<file path="src/rtl/csa_pipelined_multi_adder_if.sv">
// csa_pipelined_multi_adder_if: valid/ready operand bus in, sum bus out
interface csa_pipelined_multi_adder_if #(
  parameter int WIDTH   = 4,
  parameter int NUM_OPS = 3
);
  localparam int SUM_W = WIDTH + $clog2(NUM_OPS);
  logic                     in_valid;
  logic                     in_ready;
  logic [NUM_OPS*WIDTH-1:0] ops_in;
  logic                     out_valid;
  logic                     out_ready;
  logic [SUM_W-1:0]         sum_out;
  modport master(output in_valid, ops_in, out_ready, input in_ready, out_valid, sum_out);
  modport slave(input in_valid, ops_in, out_ready, output in_ready, out_valid, sum_out);
endinterface

</file>
<file path="src/rtl/csa_pipelined_multi_adder.sv">
// csa_pipelined_multi_adder: pipelined Wallace tree of 3:2 CSA levels followed by a registered CPA
module csa_pipelined_multi_adder #(
  parameter int WIDTH   = 4,
  parameter int NUM_OPS = 3,
  parameter int SIGNED  = 0
) (
  input logic clk,
  input logic rst_n,
  csa_pipelined_multi_adder_if.slave bus
);
  localparam int SUM_W = WIDTH + $clog2(NUM_OPS);
  // vector count entering tree level l
  function automatic int cnt(int l);
    int n = NUM_OPS;
    for (int i = 0; i < l; i++) n = 2 * (n / 3) + n % 3;
    return n;
  endfunction
  function automatic int nlev();
    int l = 0;
    for (int i = 0; i < 16; i++) if (cnt(i) > 2) l = i + 1;
    return l;
  endfunction
  localparam int LEVELS = nlev();
  localparam int LAT    = LEVELS + 1;
  typedef logic [NUM_OPS-1:0][SUM_W-1:0] vec_t;
  // one CSA level: groups of three become sum/carry pairs, leftovers shift down unchanged, unused slots stay 0
  function automatic vec_t reduce(vec_t a, int n);
    vec_t r = '0;
    int g = n / 3;
    for (int k = 0; k < NUM_OPS / 3; k++)
      if (k < g) begin
        r[2*k]   = a[3*k] ^ a[3*k+1] ^ a[3*k+2];
        r[2*k+1] = ((a[3*k] & a[3*k+1]) | (a[3*k] & a[3*k+2]) | (a[3*k+1] & a[3*k+2])) << 1;
      end
    for (int j = 0; j < NUM_OPS; j++) if (j >= 3 * g && j < n) r[j-g] = a[j];
    return r;
  endfunction
  vec_t             ext;
  vec_t             nxt  [LEVELS];
  vec_t             pipe [LEVELS];
  logic [SUM_W-1:0] sum_q;
  logic [LAT-1:0]   v;
  logic             advance;
  assign advance       = bus.out_ready | ~v[LAT-1];
  assign bus.in_ready  = advance;
  assign bus.out_valid = v[LAT-1];
  assign bus.sum_out   = sum_q;
  // widen each operand to the full result width, sign- or zero-extended
  always_comb begin
    ext = '0;
    for (int k = 0; k < NUM_OPS; k++)
      ext[k] = {{(SUM_W-WIDTH){SIGNED != 0 && bus.ops_in[k*WIDTH+WIDTH-1]}}, bus.ops_in[k*WIDTH +: WIDTH]};
  end
  // next contents of every level register: level 0 from inputs, level l from register l-1
  always_comb begin
    nxt[0] = reduce(ext, cnt(0));
    for (int l = 1; l < LEVELS; l++) nxt[l] = reduce(pipe[l-1], cnt(l));
  end
  // pipeline shifts as a whole on advance and freezes otherwise
  always_ff @(posedge clk or negedge rst_n)
    if (!rst_n) begin
      v     <= '0;
      pipe  <= '{default: '0};
      sum_q <= '0;
    end else if (advance) begin
      v     <= {v[LAT-2:0], bus.in_valid};
      pipe  <= nxt;
      sum_q <= pipe[LEVELS-1][0] + pipe[LEVELS-1][1];
    end
endmodule
</file>
<file path="src/flat_wrapper.sv">
// flat-port wrapper written by rule: the top's interface ports become plain ports
module csa_pipelined_multi_adder_flat 
#(
  parameter int WIDTH   = 4,
  parameter int NUM_OPS = 3,
  parameter int SIGNED  = 0
)
  (clk, rst_n, bus_in_valid, bus_ops_in, bus_out_ready, bus_in_ready, bus_out_valid, bus_sum_out);
  csa_pipelined_multi_adder_if #(.WIDTH(WIDTH), .NUM_OPS(NUM_OPS)) bus_i ();
  input logic clk;
  input logic rst_n;
  input wire logic [$bits(bus_i.in_valid)-1:0] bus_in_valid;
  input wire logic [$bits(bus_i.ops_in)-1:0] bus_ops_in;
  input wire logic [$bits(bus_i.out_ready)-1:0] bus_out_ready;
  output wire logic [$bits(bus_i.in_ready)-1:0] bus_in_ready;
  output wire logic [$bits(bus_i.out_valid)-1:0] bus_out_valid;
  output wire logic [$bits(bus_i.sum_out)-1:0] bus_sum_out;
  assign bus_i.in_valid = bus_in_valid;
  assign bus_i.ops_in = bus_ops_in;
  assign bus_i.out_ready = bus_out_ready;
  assign bus_in_ready = bus_i.in_ready;
  assign bus_out_valid = bus_i.out_valid;
  assign bus_sum_out = bus_i.sum_out;
  csa_pipelined_multi_adder #(.WIDTH(WIDTH), .NUM_OPS(NUM_OPS), .SIGNED(SIGNED)) u_core (.clk(clk), .rst_n(rst_n), .bus(bus_i));
endmodule
</file>
<file path="config.mk">
export PLATFORM = sky130hd
export DESIGN_NAME = csa_pipelined_multi_adder_flat
export DESIGN_NICKNAME = d
export VERILOG_FILES = /design/src/rtl/csa_pipelined_multi_adder_if.sv /design/src/rtl/csa_pipelined_multi_adder.sv /design/src/flat_wrapper.sv
export SDC_FILE = /design/constraint.sdc
export NUM_CORES = 1
export LEC_CHECK = 0
export BUFFER_PORTS_ARGS = -buffer_cell sky130_fd_sc_hd__buf_2
export CAP_MARGIN = 0
export CORE_MARGIN = 2
export CORE_UTILIZATION = 46
export CTS_BUF_LIST = sky130_fd_sc_hd__clkbuf_8
export CTS_CLUSTER_DIAMETER = 40
export DETAILED_ROUTE_END_ITERATION = 6
export GPL_TIMING_DRIVEN = 0
export PLACE_DENSITY = 0.76
export SLEW_MARGIN = 30
export SYNTH_ARGS = -nofsm -noshare
export SYNTH_HDL_FRONTEND = slang
export SYNTH_SLANG_ARGS = --single-unit
</file>
<file path="constraint.sdc">
create_clock -name clk -period 1.4 [get_ports clk]
set_clock_uncertainty 0.1 [all_clocks]
set_input_delay 0.28 -clock clk [delete_from_list [all_inputs] [get_ports clk]]
set_output_delay 0.28 -clock clk [all_outputs]
set_load 0.005 [all_outputs]
</file>
==> run_results.csv, run 1 <==
group,metric,value,unit
power,irDropWorstVdd,1.15,mV
sta,post-route-period-util,112,%
sta,period_minus_slack,1.56,ns
power,swShare,27.9,%
sta,finalMaxSlewViolations,0,
yosys,synthesis.area,782,um^2
critical_path,start_kind,"flip-flop",
critical_path,max_stage_delay,0.39,ns
global_routing,grt-ovfl-total,0,
yosys,ys_types,19,
die,die_x,45.2,um
run_status,outcome,"finished with violations",
sta,timing.fmax,0.640,GHz
clock_network,clk_path_buf_depth,2,
final_layout,multi_input_area,369,um^2
global_routing,grt_pass1_vias,588,
final_layout,regArea,400,um^2
final_layout,final_common_cell,"buf_2",
yosys,yosysSeqAreaShare,51.2,%
placement,gp_congestion,0.738,
final_layout,layout_common_cells,"buf_2, dfrtp_1, mux2_2, buf_4",
final_layout,final.fill_count,122,
route,drt_iter0_drc,8,
route,wl_per_cell,14.7,um
critical_path,path_class,"reg -> reg",
power,power.switching,433,uW
route,antenna_left,0,
sta,finalSetupViolCount,3,
critical_path,critPathSlowestCell,"dfrtp_1",
die,io_pins,24,
yosys,syn_avg_cell_area,13.7,um^2
yosys,ys_warn_count,0,
power,pwr_density_cell,1470,nW/um^2
power,power_frac_comb,32.0,%
final_layout,synthToLayoutAreaGrowth,34.9,%
critical_path,crit_fanout,2,
clock_network,htreeDepth,1,
critical_path,cp.required,1.44,ns
sta,worst_slew_pin_slew,0.365,ns
die,die_area,2050,um^2
global_routing,grt_pass1_wl,2.57,mm
yosys,synth_top_area_share,51.2,%
power,total_power,1550,uW
placement,dp.cells,96,
die,die-height,45.2,um
final_layout,final_layout_size_suffix_gt1_share,56.0,%
sta,rsz0062_at_grt,"true",
power,internal_power,1120,uW
hold_path,hold_path.class,"in -> reg",
critical_path,arrival,1.60,ns
power,power_leakage,0.000515,uW
route,drt-total-wl,1.57,mm
critical_path,end_kind,"flip-flop",
route,drc,0,
global_routing,grt_max_degree,17,
sta,layout_setup_ws,-0.164,ns
placement,io_buffers,23,
die,initial_core_util,50.7,%
placement,detailed_place_hpwl,1.09,mm
sta,hold_viol,0,
final_layout,num_antenna_cells,0,
power,seqPwrFrac,41.6,%
critical_path,path_cells,"ha_1, a21o_1, a21oi_2, xnor2_1, mux2_4",
die,rows,14,
clock_network,cts_sinks,16,
route,vias,557,
clock_network,clockRootBuffer,"clkbuf_8",
yosys,synth_area_leaders,"dfrtp_1, mux2_2, fa_1",
yosys,synth_seq_cells,16,
clock_network,cts_tree,"yes",
clock_network,clk_latency,0.25,ns
yosys,syn_nets,81,
route,firstDrtPassIters,4,
clock_network,clkTransAtPathRegs,0.06,ns
yosys,syn_inst,57,
flow_run,cap_violations,0,
clock_network,cts_buffers,3,
yosys,yosys.area.top_type,"dfrtp_1",
die,core_area,1540,um^2
global_routing,antenna_found_initial,0,
global_routing,grt_usage,18.1,%
run_status,violations,"setup timing",
route,routed_via_density,5.21,
final_layout,nets,116,
final_layout,instances_no_fill,107,
power,clkPwrFrac,26.4,%
sta,slew_headroom,75.7,%
-- synth_stat cells --
master	number
xor2_1	1
mux2_4	1
fa_1	5
a21oi_1	2
mux2_2	9
buf_4	1
inv_1	4
nand2_1	2
nand2b_1	2
o21ai_0	3
a21o_1	1
ha_1	3
nor2_1	2
nor2b_1	1
o211ai_1	1
a21oi_2	1
dfrtp_1	16
xnor2_1	1
buf_2	1
-- worst max-delay path, delay by kind of cell, from the launching register on --
family,cells,cell delay (ns)
xor+xnor,1,0.08
mux,1,0.26
flops,1,0.39
compound gates,2,0.31
fa+ha+maj,1,0.32
-- repair_timing --
action                                  in CTS  in global routing
setup buffers                                6                  1
endpoints found under the hold margin       16                  0
endpoints found under the setup margin       4                  7
gates cloned                                 0                  0
resized for setup                            6                  4
hold buffers                                 1                  0
pin swaps                                    2                  0
-- per-stage QoR --
stage	utilization (%)	TNS [ns]	worst slack [ns]	cell area (um^2)	hold WS, ns
floorplan	-	-0.0466	-0.0466	782	-0.116
global placement	59.5	-0.126	-0.106	917	0.111
detailed placement	59.5	-0.213	-0.114	917	0.110
CTS	67.4	-0.161	-0.148	1040	0.159
global route	68.4	-0.374	-0.197	1050	0.165
finish	68.4	-0.199	-0.164	1050	0.159
-- layout make-up --
type | instances | area share, %
well taps | 16 | 1.90
flip-flops and latches | 16 | 38.0
plain buffers | 2 | 1.78
multi-input cells | 35 | 35.0
clock buffers | 4 | 5.22
inverters | 4 | 1.42
repair buffers | 30 | 16.7
-- power groups by stage --
stage                     logic [uW]  registers [uW]  clock network [uW]
after global placement           402             646                   0
after floorplan                  249             654                   0
final                            497             645                 410
after global routing             546             657                 440
after CTS                        475             643                 415
after detailed placement         419             653                   0
-- path summary, 6_finish.rpt --
path	start	to	slack (ns)	cells past startpoint
min in group asynchronous	rst_n	u_core.pipe[2]	0.37	2
max reg2reg	u_core.pipe[8]	u_core.bus.sum_out[4]	-0.16	5
min	bus_in_valid	u_core.v[0]	0.16	2
min reg2reg	u_core.v[0]	u_core.v[1]	0.37	1
max	u_core.pipe[8]	u_core.bus.sum_out[4]	-0.16	5
max in group asynchronous	rst_n	u_core.pipe[1]	0.56	2
-- state kept, by name (all words and copies together) (netlist names) --
register,cells
u_core.bus.sum_out,6
u_core.v,2
u_core.pipe,8
-- per-layer routing --
metal / global-route usage (%) / routed length (um) / vias up
li1: - / - / 255
met5: 0 / 0 / -
met4: 8.82 / 48 / 0
met3: 3.20 / 114 / 8
met2: 29.4 / 754 / 25
met1: 23.2 / 652 / 269
-- cell families after synthesis --
logic type / count (synthesis) / synth area share (%)
flip-flops: 16 / 51.2
adder cells (fa/ha/maj): 8 / 17.6
AO/OA/AOI/OAI: 8 / 6.24
XOR/XNOR: 2 / 2.24
AND/OR/NAND/NOR: 7 / 4.32
multiplexers: 10 / 14.9
buffers and inverters: 6 / 3.52
Note: power is estimated with default switching activity, not from simulation.
==> run 2: changes to the inputs <==
Settings changed: BUFFER_PORTS_ARGS -buffer_cell sky130_fd_sc_hd__buf_2 to default, CORE_UTILIZATION 46 to 57, DONT_BUFFER_PORTS from default to 1, PLACE_DENSITY 0.76 to 0.75.
==> run 2 against run 1 <==
- the flow still finishes with violations (setup timing)
- register-to-register slack gained 0.03 ns
- global-route usage grew 0.98 points
- core utilization is 0.42 points higher
- critical path depth is the same
- power down 9.1%
- fmax grew 1.7%
- critical path type unchanged
- count of clock-buffer cells in the layout unchanged
==> run_results.csv, run 2 (same netlist as run 1, synthesis figures left out) <==
group,metric,value,unit
clock_network,clk_latency,0.25,ns
final_layout,regMostFlops,"u_core.pipe",
critical_path,path_class,"reg -> reg",
sta,finalMaxSlewViolations,0,
sta,worst_slew_pin_slew,0.693,ns
final_layout,multi_input_area,363,um^2
clock_network,clockRootBuffer,"clkbuf_8",
route,antenna_left,0,
final_layout,utilization,68.8,%
route,drt-total-wl,1.31,mm
sta,post-route-period-util,110,%
clock_network,clk_path_buf_depth,2,
power,power_leakage,0.000392,uW
placement,gp_congestion,0.665,
power,pwr_density_cell,1590,nW/um^2
global_routing,grt_pass1_wl,1.95,mm
power,total_power,1410,uW
critical_path,cp.required,1.43,ns
flow_run,cap_violations,0,
global_routing,antenna_found_initial,0,
route,drt_iter0_drc,4,
final_layout,final_layout_size_suffix_gt1_share,34.9,%
route,met2_length,701,um
global_routing,grt_pass1_vias,460,
global_routing,grt-ovfl-total,0,
critical_path,start_kind,"flip-flop",
sta,timing.fmax,0.651,GHz
final_layout,regArea,400,um^2
final_layout,largest_reg_flops,8,
global_routing,grt_usage,19.1,%
route,firstDrtPassIters,2,
clock_network,clkTransAtPathRegs,0.06,ns
die,die_x,41.0,um
die,die_area,1680,um^2
placement,dp.cells,72,
sta,finalSetupViolCount,2,
die,core_area,1280,um^2
final_layout,num_antenna_cells,0,
critical_path,end_kind,"flip-flop",
route,drc,0,
route,top_layer_used,"met4",
placement,detailed_place_hpwl,977,um
placement,pre_cts_ws,-0.137,ns
die,rows,13,
die,initial_core_util,60.9,%
final_layout,final_common_cell,"dfrtp_1",
route,wl_per_cell,16.7,um
run_status,outcome,"finished with violations",
critical_path,crit_fanout,2,
route,routed_via_density,5.49,
sta,layout_setup_ws,-0.137,ns
clock_network,htreeDepth,1,
placement,io_buffers,0,
clock_network,cts_buffers,3,
sta,slew_headroom,53.6,%
final_layout,nets,88,
sta,rsz0062_at_grt,"true",
sta,hold_viol,0,
sta,period_minus_slack,1.54,ns
critical_path,arrival,1.57,ns
route,wl_met1,527,um
run_status,violations,"setup timing",
clock_network,cts_sinks,16,
final_layout,final.fill_count,95,
route,wl_met3,63,um
final_layout,instances_no_fill,78,
final_layout,layout_common_cells,"dfrtp_1, mux2_2, fa_1, clkbuf_8",
route,vias,428,
global_routing,grt_max_degree,17,
hold_path,hold_path.class,"in -> reg",
clock_network,cts_tree,"yes",
power,irDropWorstVdd,0.808,mV
die,die-height,41.0,um
final_layout,synthToLayoutAreaGrowth,13.1,%
die,io_pins,24,
run 2: power breakdown:
part | switching [uW] | internal, uW
clock network | 155 | 249
logic | 149 | 186
registers | 86.7 | 584
run 2: what timing repair did:
action,in CTS,in global routing
resized for setup,5,1
setup endpoints to repair,5,6
hold buffers,1,0
buffers inserted,0,1
pin swaps,0,1
endpoints found under the hold margin,16,0
run 2: worst max-delay path, stage by stage, from the launching register on:
cell and delay (ns):
dfrtp_1 0.39, ha_1 0.30, a21o_1 0.17, a21oi_2 0.14, xnor2_1 0.07, mux2_4 0.25
run 2: path summary, 6_finish.rpt:
check	to	slack, ns	from	cells past startpoint
hold reg to reg	u_core.v[1]	0.37	u_core.v[0]	1
setup reg to reg	u_core.bus.sum_out[4]	-0.14	u_core.pipe[2]	5
min in group asynchronous	u_core.bus.sum_out[3]	0.42	rst_n	1
max in group asynchronous	u_core.bus.sum_out[1]	0.34	rst_n	1
setup / recovery	u_core.bus.sum_out[4]	-0.14	u_core.pipe[2]	5
hold / removal	u_core.v[0]	0.09	bus_in_valid	1
run 2: area by class of cell:
cell class	count	share of cell area [%]
plain buffers	2	1.70
clock buffers	4	6.22
multi-input cells	35	41.0
repair buffers	2	1.98
well taps	15	2.12
inverters	4	1.70
flip-flops and latches	16	45.3
run 2: metrics by stage:
stage	hold WS (ns)	TNS, ns	area, um^2
5_1_grt	0.0863	-0.404	885
6_report	0.0859	-0.144	885
4_1_cts	0.0906	-0.147	877
3_3_place_gp	-0.115	-0.129	801
2_1_floorplan	-0.116	-0.0466	782
3_5_place_dp	-0.115	-0.226	801
run 2: layer usage:
| metal | track usage [%] | up-vias |
|---|---|---|
| li1 | - | 200 |
| met1 | 21.3 | 214 |
| met2 | 32.8 | 12 |
| met3 | 4.89 | 2 |
| met4 | 10.0 | 0 |
| met5 | 0 | - |
==> run 3: changes to the inputs <==
Settings changed: CORE_UTILIZATION 57 to 53, CTS_BUF_LIST sky130_fd_sc_hd__clkbuf_8 to default, PLACE_DENSITY 0.75 to 0.71.
==> run 3 against run 2 <==
- the flow still finishes with violations (setup timing)
- wire length decreased by 9.0%
- power shrank 7.5%
- non-clock buffer count rose by 1
- sequential share of layout area grew 0.39 points
- first-iteration DRC count shrank 50%
- die area up 6.8%
- global-route usage is 2.5 points lower
- fmax increased by 0.28%
- count of clock-buffer cells in the layout unchanged
- setup slack improved by 0.0043 ns
- design area down 0.85%
==> run_results.csv, run 3 (same netlist as run 1, synthesis figures left out) <==
group,metric,value,unit
sta,finalMaxSlewViolations,0,
final_layout,num_antenna_cells,0,
route,drt-total-wl,1.19,mm
power,power.switching,370,uW
power,clkPwrFrac,22.6,%
critical_path,r2r-start,"u_core.pipe[8]",
power,power_leakage,0.000390,uW
power,internal_power,936,uW
critical_path,start_kind,"flip-flop",
global_routing,grt_max_degree,17,
clock_network,cts_sinks,16,
hold_path,hold_path.class,"in -> reg",
route,vias,438,
critical_path,end_kind,"flip-flop",
sta,period_minus_slack,1.53,ns
run_status,violations,"setup timing",
final_layout,synthToLayoutAreaGrowth,12.2,%
final_layout,final_common_cell,"dfrtp_1",
clock_network,clk_path_buf_depth,2,
critical_path,arrival,1.61,ns
die,rows,13,
route,routed_via_density,5.54,
clock_network,clk_latency,0.28,ns
die,core_area,1330,um^2
global_routing,grt_usage,16.6,%
critical_path,reg2regPathDepth,5,
route,antenna_left,0,
final_layout,layout_common_cells,"dfrtp_1, mux2_2, fa_1",
sta,layout_setup_ws,-0.133,ns
global_routing,antenna_found_initial,0,
final_layout,regMostFlops,"u_core.pipe",
critical_path,path_cells,"ha_1, a21o_1, a21oi_2, xnor2_1, mux2_4",
clock_network,cts_buffers,3,
critical_path,cp.required,1.47,ns
route,wl_per_cell,15.0,um
die,die_area,1800,um^2
global_routing,grt-ovfl-total,0,
critical_path,max_stage_delay,0.39,ns
sta,post-route-period-util,109,%
clock_network,clkTransAtPathRegs,0.09,ns
critical_path,r2r_slack,-0.13,ns
final_layout,final.fill_count,101,
power,total_power,1310,uW
die,die-height,42.4,um
clock_network,clockRootBuffer,"clkbuf_4",
critical_path,crit_fanout,2,
power,swShare,28.3,%
run_status,outcome,"finished with violations",
placement,io_buffers,0,
global_routing,grt_pass1_wl,2.16,mm
sta,worst_slew_pin_slew,0.712,ns
sta,slew_headroom,52.4,%
hold_path,min_from,"bus_in_valid",
power,pwr_density_cell,1490,nW/um^2
final_layout,utilization,65.8,%
placement,detailed_place_hpwl,890,um
power,seqPwrFrac,50.8,%
die,die_x,42.4,um
clock_network,htreeDepth,1,
route,firstDrtPassIters,2,
final_layout,nets,89,
die,initial_core_util,58.6,%
critical_path,critPathLaunch,"u_core.pipe[8]",
critical_path,path_class,"reg -> reg",
flow_run,cap_violations,0,
clock_network,cts_tree,"yes",
critical_path,r2r_end,"u_core.bus.sum_out[4]",
placement,pre_cts_ws,-0.114,ns
final_layout,final_layout_size_suffix_gt1_share,35.9,%
placement,gp_congestion,0.729,
route,drt_iter0_drc,2,
route,drc,0,
critical_path,cp-endpoint,"u_core.bus.sum_out[4]",
sta,rsz0062_at_grt,"true",
global_routing,grt_pass1_vias,491,
critical_path,critPathSlowestCell,"dfrtp_1",
sta,finalSetupViolCount,1,
power,power_frac_comb,26.6,%
sta,timing.fmax,0.652,GHz
power,irDropWorstVdd,0.764,mV
sta,hold_viol,0,
die,io_pins,24,
final_layout,largest_reg_flops,8,
[run 3: cell type report]
class,instances,area [um^2],share of cell area (%)
Timing Repair Buffer,3,25.0,2.85
Multi-Input combinational cell,35,363,41.4
Clock buffer,4,36.3,4.14
Inverter,4,15.0,1.71
Buffer,2,18.8,2.14
Tap cell,15,18.8,2.14
Sequential cell,16,400,45.6
[run 3: how the worst min path moves through the flow]
stage / end / slack [ns] / cells past startpoint
finish: u_core.v[0] / 0.05 / 1
CTS: u_core.v[0] / 0.04 / 1
floorplan: u_core.bus.sum_out[0] / -0.12 / 0
global placement: u_core.bus.sum_out[2] / -0.12 / 0
global route: u_core.v[0] / 0.03 / 1
detailed placement: u_core.bus.sum_out[2] / -0.12 / 0
[run 3: through the flow]
stage               TNS [ns]  std cells  hold WS (ns)  area [um^2]
floorplan            -0.0466         57        -0.116          782
global placement      -0.138         72        -0.115          801
finish                -0.133         79        0.0501          877
global route          -0.396         79        0.0331          877
detailed placement    -0.248         72        -0.115          801
CTS                   -0.188         79        0.0411          873
[run 3: routing by layer]
metal  global-route usage, %  vias to the layer above  part of all wire (%)
li1                        -                      202                     -
met1                    21.6                      211                    44
met2                    21.5                       19                    45
met3                    6.90                        6                   7.3
met4                    12.5                        0                   3.5
met5                       0                        -                     0
[run 3: critical path: cells and delay by family, from the launching register on]
kind,cells,cell delay (ns)
multiplexers,1,0.25
adder cells (fa/ha/maj),1,0.29
AO/OA/AOI/OAI,2,0.30
flip-flops,1,0.39
XOR/XNOR,1,0.09
[run 3: what timing repair did]
item / in CTS / in global routing
setup endpoints to repair: 5 / 5
hold endpoints to repair: 16 / 0
buffers inserted: 2 / 0
resized for setup: 6 / 1
hold buffers: 1 / 0
pin swaps: 5 / 4
[run 3: power by group through the flow]
stage	registers (uW)	clock network, uW	logic, uW
after floorplan	654	0	249
after global placement	670	0	285
after detailed placement	674	0	301
after CTS	664	305	338
after global routing	682	324	389
final	663	296	347
